$ cat src/rtl/band_energy_acc_if.sv
// Sample/control/result bundle between the filter-side producer and the band
// energy accumulator. Clock and reset stay as plain module ports.
interface band_energy_acc_if;
  logic        [31:0] sample_in;
  logic               sample_vld;
  logic               en;
  logic               clr;
  logic        [31:0] energy_o;
  logic               energy_vld;
  logic               frame_rst_o;
  logic               drop_o;

  // Producer/controller side: drives samples and control, observes results.
  modport master (
    output sample_in,
    output sample_vld,
    output en,
    output clr,
    input  energy_o,
    input  energy_vld,
    input  frame_rst_o,
    input  drop_o
  );

  // Accumulator side.
  modport slave (
    input  sample_in,
    input  sample_vld,
    input  en,
    input  clr,
    output energy_o,
    output energy_vld,
    output frame_rst_o,
    output drop_o
  );
endinterface

$ cat src/rtl/band_energy_acc.sv
// Frame-based mean-square energy accumulator. Squares the upper half of each
// valid filter sample, sums 2^LOG2_LEN squares per frame and reports the mean
// in a one-cycle DUMP state. Also emits the per-frame filter reload pulse.
module band_energy_acc #(
  parameter int unsigned LOG2_LEN = 8
) (
  input logic             clk_in,
  input logic             rst_sys,
  band_energy_acc_if.slave bus
);

  // A frame of all -32768 samples sums to exactly 2^(30+LOG2_LEN), so one bit
  // beyond 30+LOG2_LEN is needed to hold it without wrapping.
  localparam int unsigned AccW = 31 + LOG2_LEN;
  localparam logic [LOG2_LEN-1:0] CntOne  = LOG2_LEN'(1);
  localparam logic [LOG2_LEN-1:0] CntLast = {LOG2_LEN{1'b1}};

  if (LOG2_LEN < 1 || LOG2_LEN > 12) begin : g_bad_len
    $error("band_energy_acc: LOG2_LEN must be in 1..12");
  end

  typedef enum logic [1:0] {StIdle, StAcc, StDump} state_e;

  state_e              state_q;
  logic [AccW-1:0]     acc_q;
  logic [LOG2_LEN-1:0] cnt_q;
  logic [31:0]         energy_q;
  logic                energy_vld_q;
  logic                frame_rst_q;
  logic                drop_q;

  logic [15:0]         s_raw;
  logic [15:0]         s_mag;
  logic [31:0]         sq;
  logic [AccW-1:0]     acc_sum;
  logic                last_smp;
  logic                unused_sample_lo;

  // Only the upper half of the filter product carries the band signal.
  assign unused_sample_lo = ^bus.sample_in[15:0];
  assign s_raw            = bus.sample_in[31:16];

  // Square via magnitude; |-32768| = 32768 still fits in 16 unsigned bits.
  assign s_mag    = s_raw[15] ? (~s_raw + 16'd1) : s_raw;
  assign sq       = {16'd0, s_mag} * {16'd0, s_mag};
  assign acc_sum  = acc_q + AccW'(sq);
  assign last_smp = (cnt_q == CntLast);

  // Frame sequencing, accumulation and registered outputs.
  always_ff @(posedge clk_in or negedge rst_sys) begin
    if (!rst_sys) begin
      state_q      <= StIdle;
      acc_q        <= '0;
      cnt_q        <= '0;
      energy_q     <= '0;
      energy_vld_q <= 1'b0;
      frame_rst_q  <= 1'b0;
      drop_q       <= 1'b0;
    end else if (bus.clr) begin
      // Abort: no report, no reload pulse, and a coincident sample is ignored.
      state_q      <= StIdle;
      acc_q        <= '0;
      cnt_q        <= '0;
      energy_q     <= '0;
      energy_vld_q <= 1'b0;
      frame_rst_q  <= 1'b0;
      drop_q       <= 1'b0;
    end else begin
      energy_vld_q <= 1'b0;
      frame_rst_q  <= 1'b0;
      unique case (state_q)
        StIdle: begin
          if (bus.en) begin
            state_q     <= StAcc;
            acc_q       <= '0;
            cnt_q       <= '0;
            frame_rst_q <= 1'b1;
          end
        end
        StAcc: begin
          // en is not consulted here: a started frame always completes.
          if (bus.sample_vld) begin
            acc_q <= acc_sum;
            cnt_q <= cnt_q + CntOne;
            if (last_smp) begin
              state_q <= StDump;
            end
          end
        end
        StDump: begin
          energy_q     <= {1'b0, acc_q[AccW-1:LOG2_LEN]};
          energy_vld_q <= 1'b1;
          acc_q        <= '0;
          cnt_q        <= '0;
          // The close cycle is the one bubble per frame; a sample here is lost.
          if (bus.sample_vld) begin
            drop_q <= 1'b1;
          end
          if (bus.en) begin
            state_q     <= StAcc;
            frame_rst_q <= 1'b1;
          end else begin
            state_q <= StIdle;
          end
        end
        default: begin
          state_q <= StIdle;
        end
      endcase
    end
  end

  assign bus.energy_o    = energy_q;
  assign bus.energy_vld  = energy_vld_q;
  assign bus.frame_rst_o = frame_rst_q;
  assign bus.drop_o      = drop_q;

endmodule

$ cat src/flat_wrapper.sv
// flat-port wrapper written by rule: the top's interface ports become plain ports
module band_energy_acc_flat 
#(
  parameter int unsigned LOG2_LEN = 8
)
  (clk_in, rst_sys, bus_sample_in, bus_sample_vld, bus_en, bus_clr, bus_energy_o, bus_energy_vld, bus_frame_rst_o, bus_drop_o);
  band_energy_acc_if bus_i ();
  input logic clk_in;
  input logic rst_sys;
  input wire logic [$bits(bus_i.sample_in)-1:0] bus_sample_in;
  input wire logic [$bits(bus_i.sample_vld)-1:0] bus_sample_vld;
  input wire logic [$bits(bus_i.en)-1:0] bus_en;
  input wire logic [$bits(bus_i.clr)-1:0] bus_clr;
  output wire logic [$bits(bus_i.energy_o)-1:0] bus_energy_o;
  output wire logic [$bits(bus_i.energy_vld)-1:0] bus_energy_vld;
  output wire logic [$bits(bus_i.frame_rst_o)-1:0] bus_frame_rst_o;
  output wire logic [$bits(bus_i.drop_o)-1:0] bus_drop_o;
  assign bus_i.sample_in = bus_sample_in;
  assign bus_i.sample_vld = bus_sample_vld;
  assign bus_i.en = bus_en;
  assign bus_i.clr = bus_clr;
  assign bus_energy_o = bus_i.energy_o;
  assign bus_energy_vld = bus_i.energy_vld;
  assign bus_frame_rst_o = bus_i.frame_rst_o;
  assign bus_drop_o = bus_i.drop_o;
  band_energy_acc #(.LOG2_LEN(LOG2_LEN)) u_core (.clk_in(clk_in), .rst_sys(rst_sys), .bus(bus_i));
endmodule
$ cat config.mk
export PLATFORM = sky130hd
export DESIGN_NAME = band_energy_acc_flat
export DESIGN_NICKNAME = d
export VERILOG_FILES = /design/src/rtl/band_energy_acc_if.sv /design/src/rtl/band_energy_acc.sv /design/src/flat_wrapper.sv
export SDC_FILE = /design/constraint.sdc
export NUM_CORES = 1
export LEC_CHECK = 0
export BUFFER_PORTS_ARGS = -buffer_cell sky130_fd_sc_hd__buf_2
export CAP_MARGIN = 25
export CORE_UTILIZATION = 55
export DETAILED_ROUTE_END_ITERATION = 16
export PLACE_DENSITY = 0.72
export SYNTH_ARGS = -nofsm -noshare
export SYNTH_HDL_FRONTEND = slang
export SYNTH_SLANG_ARGS = --single-unit
$ cat constraint.sdc
create_clock -name clk_in -period 13.4 [get_ports clk_in]
set_clock_uncertainty 0.2 [all_clocks]
set_input_delay 2.68 -clock clk_in [delete_from_list [all_inputs] [get_ports clk_in]]
set_output_delay 2.68 -clock clk_in [all_outputs]
set_load 0.005 [all_outputs]
* Word-level counts from Yosys, hierarchy flattened *
Cells that the tools add are included.

word-level totals
  input bits = 37
  register bits after elaboration = 84

cells by class
  $mul = 1
  add/sub/neg operators = 3
  mux-type cells = 25
  equality and inequality tests = 6
  reduce and logical (&&, ||, !) cells = 8
  bitwise gates (word level) = 1

operators by type and width
  cell                     number
  $mux W39                 3
  $pmux W39 S3             1
  $mux W32                 2
  $add A39 B32 Y39         1
  $mul A16 B16 Y32         1
  $mux W8                  3
  $pmux W8 S3              1
  $add A16 B1 Y16 const B  1
  $mux W16                 1
  $not A16 Y16             1
  $mux W1                  9
  $add A8 B1 Y8 const B    1
  $eq A8 B8 Y1 const B     1
  $mux W2                  4
  $ne A3 B3 Y1 const B     2
  $pmux W2 S3              1
  $reduce_and A3 Y1        2
  $reduce_bool A2 Y1       2
  $reduce_bool A4 Y1       1
  $ne A3 B2 Y1 const B     1
  $eq A2 B1 Y1 const B     1
  $eq A2 B2 Y1 const B     1
  $logic_not A2 Y1         1
  $reduce_and A2 Y1        1
  $reduce_or A2 Y1         1

* Longest topological paths before layout *
Gate-level depths: netlist of run 1.

  word-level depth = 8
  mapped depth = 32

* Worst setup path before layout of run 1 *
No wires, ideal clock.

  kind = input port to flip-flop
  start = input port bus_sample_in[16]
  end = register u_core.acc_q[38]
  library setup time = 136 ps
  stages on the path = 30
  setup slack = 3575 ps
  arrival = 9489 ps
  cells stage by stage = buf_2 -> inv_2 -> ha_1 -> nand2_1 -> nor2_1 -> nand3_1 -> o21ai_0 -> xor2_1 -> inv_1 -> nand2_1 -> inv_1 -> fa_1 -> inv_1 -> fa_1 -> inv_1 -> fa_1 -> fa_1 -> fa_1 -> inv_1 -> fa_1 -> inv_1 -> ha_1 -> nand2_2 -> or4_1 -> or3_1 -> o32ai_2 -> o21ai_0 -> a22oi_1 -> a31o_1 -> a21oi_1

on the way
  word-level cells in the longest chain between the ends = 8

RTL lines
  item                  RTL line               RTL
  from (decl)           flat_wrapper.sv:10     input wire logic [$bits(bus_i.sample_in)-1:0] bus_sample_in;
  $not A16 Y16          band_energy_acc.sv:44  assign s_mag = s_raw[15] ? (~s_raw + 16'd1) : s_raw;
  $add A16 B1 Y16       band_energy_acc.sv:44
  $mux W16 *            band_energy_acc.sv:44
  $mul A16 B16 Y32 *    band_energy_acc.sv:45  assign sq = {16'd0, s_mag} * {16'd0, s_mag};
  $add A39 B32 Y39 *    band_energy_acc.sv:46  assign acc_sum = acc_q + AccW'(sq);
  $mux W39 *            band_energy_acc.sv:82  if (bus.sample_vld) begin
  $pmux W39 S3 *        band_energy_acc.sv:71  unique case (state_q)
  $mux W39 *            band_energy_acc.sv:59  end else if (bus.clr) begin
  to (signal assigned)  band_energy_acc.sv:83  acc_q <= acc_sum;
  to (decl)             band_energy_acc.sv:25  logic [AccW-1:0] acc_q;

Every way passes the cells marked *; elsewhere a longest branch is shown, timed or not. The select of a mux whose other input is x is not followed.
A chain may end at the register's enable or synchronous reset.

* Worst setup path after layout of run 1 *
Ends and elaborated chain as after synthesis.

==> metrics.md, run 1 <==
| Metric | Value |
|---|---|
| CTS resizes | `0` |
| Yosys warning total | `0` |
| Setup TNS | `0 ps` |
| Clock transition at the registers of the reported paths | `70 ps` |
| Residual DRC count | `0` |
| Synthesis-stage register bit count | `83` |
| Number of antenna violations at the first check in global routing | `0` |
| Final worst slack | `2815 ps` |
| Async set-reset flop share out of synthesis | `1.000` |
| Crit path top cell by count | `fa_1` |
| DP Worst Slack | `2515 ps` |
| Post-synth EDFFs | `0` |
| Final Hold Viols | `0` |
| Port Buffers | `54` |
| Post-CTS Setup Bufs | `0` |
| Remaining antenna violation count after routing | `0` |
| Worst-skew pair later-pin latency | `340 ps` |
| Clk buf depth | `2` |
| Vias in the first global route | `9128` |
| Routed wire length | `27140 µm` |
| Pin count of the biggest net entering global routing | `74` |
| Crit path kind | `in -> reg` |
| Clk sink count | `83` |
| Reg-to-Reg Start | `u_core.acc_q[9]` |
| Worst Tran Pin Value | `981.5 ps` |
| CP endpoint kind | `flop` |
| Area grow syn2layout | `8.720%` |
| Crit path time final | `10590 ps` |
| Via/cell ratio | `5.401` |
| Hpwl dp | `21980 µm` |
| Global route overflow | `0` |
| CP max-delay cell | `or4_1` |
| Drt first pass iters | `5` |
| Fmax | `94.47 MHz` |
| First-pass GRT wire length | `46400 µm` |
| Num CTS Buffers | `9` |
| Synth area leader | `fa_1` |
| Synth top area share | `0.3309` |
| Via count | `8793` |
| Final Max Tran Viols | `0` |
| GRT Util Overall | `0.2730` |
| Avg WL per Cell | `16.67 µm` |
| Syn Area/Cell | `9.106 µm²` |
| Top cells by count, synth | `inv_1, fa_1, nand2_1` |
| Critical path data required time | `13390 ps` |
| Synth top area cells | `fa_1, dfrtp_1, ha_1, inv_1, nand2_1` |
| Worst hold path type | `reg -> reg` |
| # diodes | `0` |
| Die height | `148.1 µm` |
| Final net count | `1685` |
| CORE AREA | `20960 µm²` |
| DIE WIDTH | `148.1 µm` |
| TritonCTS clock tree | `built` |
| Worst Setup SP | `bus_sample_in[16]` |
| Finish-stage setup viols | `0` |
| Top_reg_cell synth | `dfrtp_1` |
| Iter 0 DRT Violations | `450` |
| Hold_buf cts | `0` |
| Num rows | `53` |
| Register area share after synthesis | `0.1770` |
| Crit Path Max Fanout | `13` |
| Max Cap Viol | `0` |
| Tcrit/Tclk final | `0.7899` |
| Hold path start | `u_core.bus.energy_o[16]` |
| RSZ-0062 raised after global routing | `false` |
| Startpoint types | `input pin` |
| Starting Density | `0.5601` |
| Share of cells above drive strength 1 | `0.07613` |
| Die area | `21930 µm²` |
| Count leader, synth | `inv_1` |
| Post-Syn Area | `11740 µm²` |
| CP peak stage delay | `580 ps` |
| Ports | `72` |
| Status | `complete, no violations` |
| Mapped Cells | `1289` |
| H-tree Lvls | `3` |
| Clock root cell | `clkbuf_16` |
| WP data arrival | `10570 ps` |
| Worst slew margin | `0.3456` |
| Synth unique cells | `63` |
| Gpl congestion | `0.9107` |
[cells by family (layout without fill, tap and decap cells)]
kind of cell	Yosys count	after routing	share of synthesized area
xor gates and xnor gates	51	51	0.03806
muxes	2	2	0.001812
AOI/OAI and AO/OA	195	195	0.1131
other	2	12	0.0006398
buffers and inverters	390	444	0.1253
and+or+nand+nor	266	266	0.1003
adders and majority gates	300	300	0.4439
DFF	83	83	0.1770
[final timing paths]
check	to	slack [ps]	cells after the start
hold / removal	u_core.bus.energy_o[16]	290	1
hold reg to reg	u_core.bus.energy_o[16]	290	1
min in group asynchronous	u_core.acc_q[20]	1960	1
setup reg to reg	u_core.acc_q[38]	8000	15
max in group asynchronous	u_core.acc_q[2]	10270	3
setup / recovery	u_core.acc_q[38]	2810	26
[flip-flops by register name, indices dropped and copies added (netlist names)]
register,count
u_core.acc_q,39
u_core.bus.energy_vld,1
u_core.state_q,2
u_core.bus.energy_o,31
u_core.bus.frame_rst_o,1
u_core.cnt_q,8
u_core.bus.drop_o,1
[layout by cell type (no fill, tap or decap), types with 12 or more instances in the layout]
cell | Yosys | layout
buf_4 | 1 | 17
dfrtp_1 | 83 | 83
conb_1 | 2 | 12
a21o_1 | 13 | 13
o21ai_0 | 54 | 54
fa_1 | 194 | 194
buf_2 | 2 | 53
ha_1 | 106 | 106
nor2_1 | 90 | 90
xnor2_1 | 21 | 21
nand2_1 | 111 | 111
inv_1 | 352 | 352
a22o_1 | 36 | 36
xor2_1 | 30 | 29
a21oi_1 | 35 | 33
[critical path, delay by kind of cell]
family / cells / cell delay, ps
AOI/OAI and AO/OA: 6 / 1120
xor gates and xnor gates: 1 / 480
adders and majority gates: 7 / 3350
buffers and inverters: 6 / 980
and+or+nand+nor: 6 / 1940
[layer usage]
layer / track usage / wire [µm]
met1: 0.3937 / 12050
met2: 0.4390 / 12790
met3: 0.04202 / 1818
met4: 0.05722 / 486
met5: 0 / 0
[stage by stage]
stage	area [µm²]	hold slack (ps)	instances	util
CTS	12730	299.1	1627	0.6077
detailed placement	12410	278.8	1611	0.5921
global route	12760	309.6	1628	0.6090
finish	12760	292.8	1628	0.6090
global placement	12410	280.1	1611	0.5921
floorplan	11780	256.3	1299	-
[cell type report]
type                       instances  area [µm²]
tap                              275       344.1
sequential                        83        2077
clock inverter                     6       96.34
inverter                         357        1340
timing repair buffer              71       420.4
multi-input combinational        826        8254
clock buffer                      10       229.0
fill                            1821        8194
Power of run 1 is not shown: default switching activity piles up to over one toggle a cycle in this logic, so the estimate is an artifact.
==> run 2, diff against run 1 <==
--- a/config.mk
+++ b/config.mk
@@ -9,7 +9,7 @@
 export CAP_MARGIN = 25
 export CORE_UTILIZATION = 55
 export DETAILED_ROUTE_END_ITERATION = 16
-export PLACE_DENSITY = 0.72
+export PLACE_DENSITY = 0.75
 export SYNTH_ARGS = -nofsm -noshare
 export SYNTH_HDL_FRONTEND = slang
 export SYNTH_SLANG_ARGS = --single-unit
==> constraint.sdc (replaced) <==
create_clock -name clk_in -period 8.8 [get_ports clk_in]
set_clock_uncertainty 0.2 [all_clocks]
set_input_delay 1.76 -clock clk_in [delete_from_list [all_inputs] [get_ports clk_in]]
set_output_delay 1.76 -clock clk_in [all_outputs]
set_load 0.005 [all_outputs]
==> metrics.md, run 2 (synthesized netlist as in run 1, its figures left out) <==
| Metric | Value |
|---|---|
| Status | `complete, no violations` |
| CP Capture Point | `u_core.acc_q[33]` |
| Worst hold path type | `reg -> reg` |
| First-pass GRT wire length | `49200 µm (+6.0%)` |
| Die area | `21930 µm² (unchanged)` |
| Residual DRC count | `0 (unchanged)` |
| Global route overflow | `0 (unchanged)` |
| Hold path start | `u_core.bus.energy_o[13]` |
| Final Max Tran Viols | `0 (unchanged)` |
| H-tree Lvls | `3 (unchanged)` |
| Worst-skew pair later-pin latency | `350 ps (about the same)` |
| Area grow syn2layout | `20.99%` |
| Drt first pass iters | `5 (unchanged)` |
| Share of cells above drive strength 1 | `0.1993 (+0.1232)` |
| Via/cell ratio | `5.292 (-2.0%)` |
| Number of antenna violations at the first check in global routing | `0 (unchanged)` |
| Critical path data required time | `8830 ps (-4560 ps)` |
| Ports | `72 (unchanged)` |
| FF-to-FF End | `u_core.acc_q[33]` |
| Pin count of the biggest net entering global routing | `63 (-15%)` |
| Most frequent cells in the layout | `inv_1, fa_1, buf_4` |
| Crit Path Max Fanout | `7 (-6)` |
| CORE AREA | `20960 µm² (unchanged)` |
| Iter 0 DRT Violations | `473 (+5.1%)` |
| Port Buffers | `54 (unchanged)` |
| Gpl congestion | `0.9375 (+2.9%)` |
| Cells on worst reg2reg path | `17 (+2)` |
| Clock root cell | `clkbuf_16` |
| Tcrit/Tclk final | `0.9761` |
| Avg WL per Cell | `16.41 µm (-1.6%)` |
| Max Cap Viol | `0 (unchanged)` |
| Num rows | `53 (unchanged)` |
| Clock transition at the registers of the reported paths | `70 ps (about the same)` |
| Final Hold Viols | `0 (unchanged)` |
| Via count | `9425 (+7.2%)` |
| Crit path kind | `in -> reg` |
| Crit path time final | `8589 ps` |
| Worst Tran Pin Value | `897.2 ps (-84.37 ps)` |
| Largest Register | `u_core.acc_q` |
| Clk buf depth | `2 (unchanged)` |
| CP endpoint kind | `flop` |
| Final net count | `1837 (+9.0%)` |
| Worst Setup SP | `bus_sample_in[16]` |
| Hpwl dp | `23840 µm (+8.4%)` |
| Fmax | `116.4 MHz` |
| Finish-stage setup viols | `0 (unchanged)` |
| Final worst slack | `210.7 ps (-2604 ps)` |
| Commonest non-fill, non-tap cell in the layout | `inv_1` |
| Startpoint types | `input pin` |
| Reg-to-Reg Start | `u_core.acc_q[3]` |
| Starting Density | `0.5601 (unchanged)` |
| Remaining antenna violation count after routing | `0 (unchanged)` |
| Routed wire length | `29230 µm (+7.7%)` |
| Max FFs per register | `39 (unchanged)` |
| RSZ-0062 raised after global routing | `true` |
| Hold_buf cts | `0 (unchanged)` |
| TritonCTS clock tree | `built` |
| DIE WIDTH | `148.1 µm (unchanged)` |
| DP Worst Slack | `-306.2 ps (-2821 ps)` |
| Hold slack | `294.5 ps (+1.729 ps)` |
| Worst slew margin | `0.3935 (+0.04782)` |
| Die height | `148.1 µm (unchanged)` |
| FF-to-FF setup slack | `3500 ps (-4500 ps)` |
| Clk sink count | `83 (unchanged)` |
| Final Core Density | `0.6777 (+0.06873)` |
| Num CTS Buffers | `9 (unchanged)` |
| WP data arrival | `8620 ps (-1950 ps)` |
| Vias in the first global route | `9959 (+9.1%)` |
| GRT Util Overall | `0.2868 (+0.01377)` |
run 2: how the worst min path moves through the flow:
stage	cells past startpoint	slack (ps)	to
2_1_floorplan	2	260	u_core.acc_q[2]
3_3_place_gp	2	280	u_core.acc_q[2]
3_5_place_dp	1	280	u_core.bus.energy_o[22]
4_1_cts	1	300	u_core.bus.energy_o[13]
5_1_grt	1	310	u_core.bus.energy_o[27]
6_report	1	290	u_core.bus.energy_o[13]
run 2: cell type report:
class | count | area, µm²
Clock inverter | 7 | 81.33
Inverter | 357 | 1340
Timing Repair Buffer | 223 | 1610
Fill cell | 1661 | 6754
Multi-Input combinational cell | 826 | 8521
Antenna cell | 1 | 2.502
Sequential cell | 83 | 2077
Tap cell | 275 | 344.1
Clock buffer | 9 | 225.2
run 2: worst max-delay path: stages:
cell and delay [ps]:
buf_2 130, inv_2 80, nand2_1 120, or4_4 450, o31ai_2 210, xor2_1 270, inv_2 140, buf_4 190
nand2_2 100, fa_1 420, fa_2 590, fa_1 460, fa_1 550, inv_1 60, fa_1 470, fa_1 500
ha_1 340, a21oi_1 150, o21ai_1 110, nand3_1 80, o21ai_0 90, buf_4 160, o211ai_1 410, a21oi_1 140
or3_1 360, a32o_1 250
run 2: through the flow:
step                      cells  setup TNS (ps)  instance area, µm²
final                      1781               0               14200
after global routing       1780          -104.2               14200
after CTS                  1773          -8.704               13850
after floorplan            1299               0               11790
after global placement     1756           -1839               13520
after detailed placement   1757           -2509               13550
run 2: timing repair:
action | 4_1_cts | 5_1_grt
resized for setup | 2 | 54
buffers inserted | 0 | 6
endpoints found under the setup margin | 1 | 17
pin swaps | 0 | 10
run 2: metal layers:
metal	global-route usage	routed length (µm)	vias to the layer above
met2	0.4716	14070	324
met3	0.04325	1931	45
met4	0.07784	562	0
li1	-	-	4409
met1	0.3979	12670	4647
met5	0	0	-
Power of run 2 is left out for the same reason.
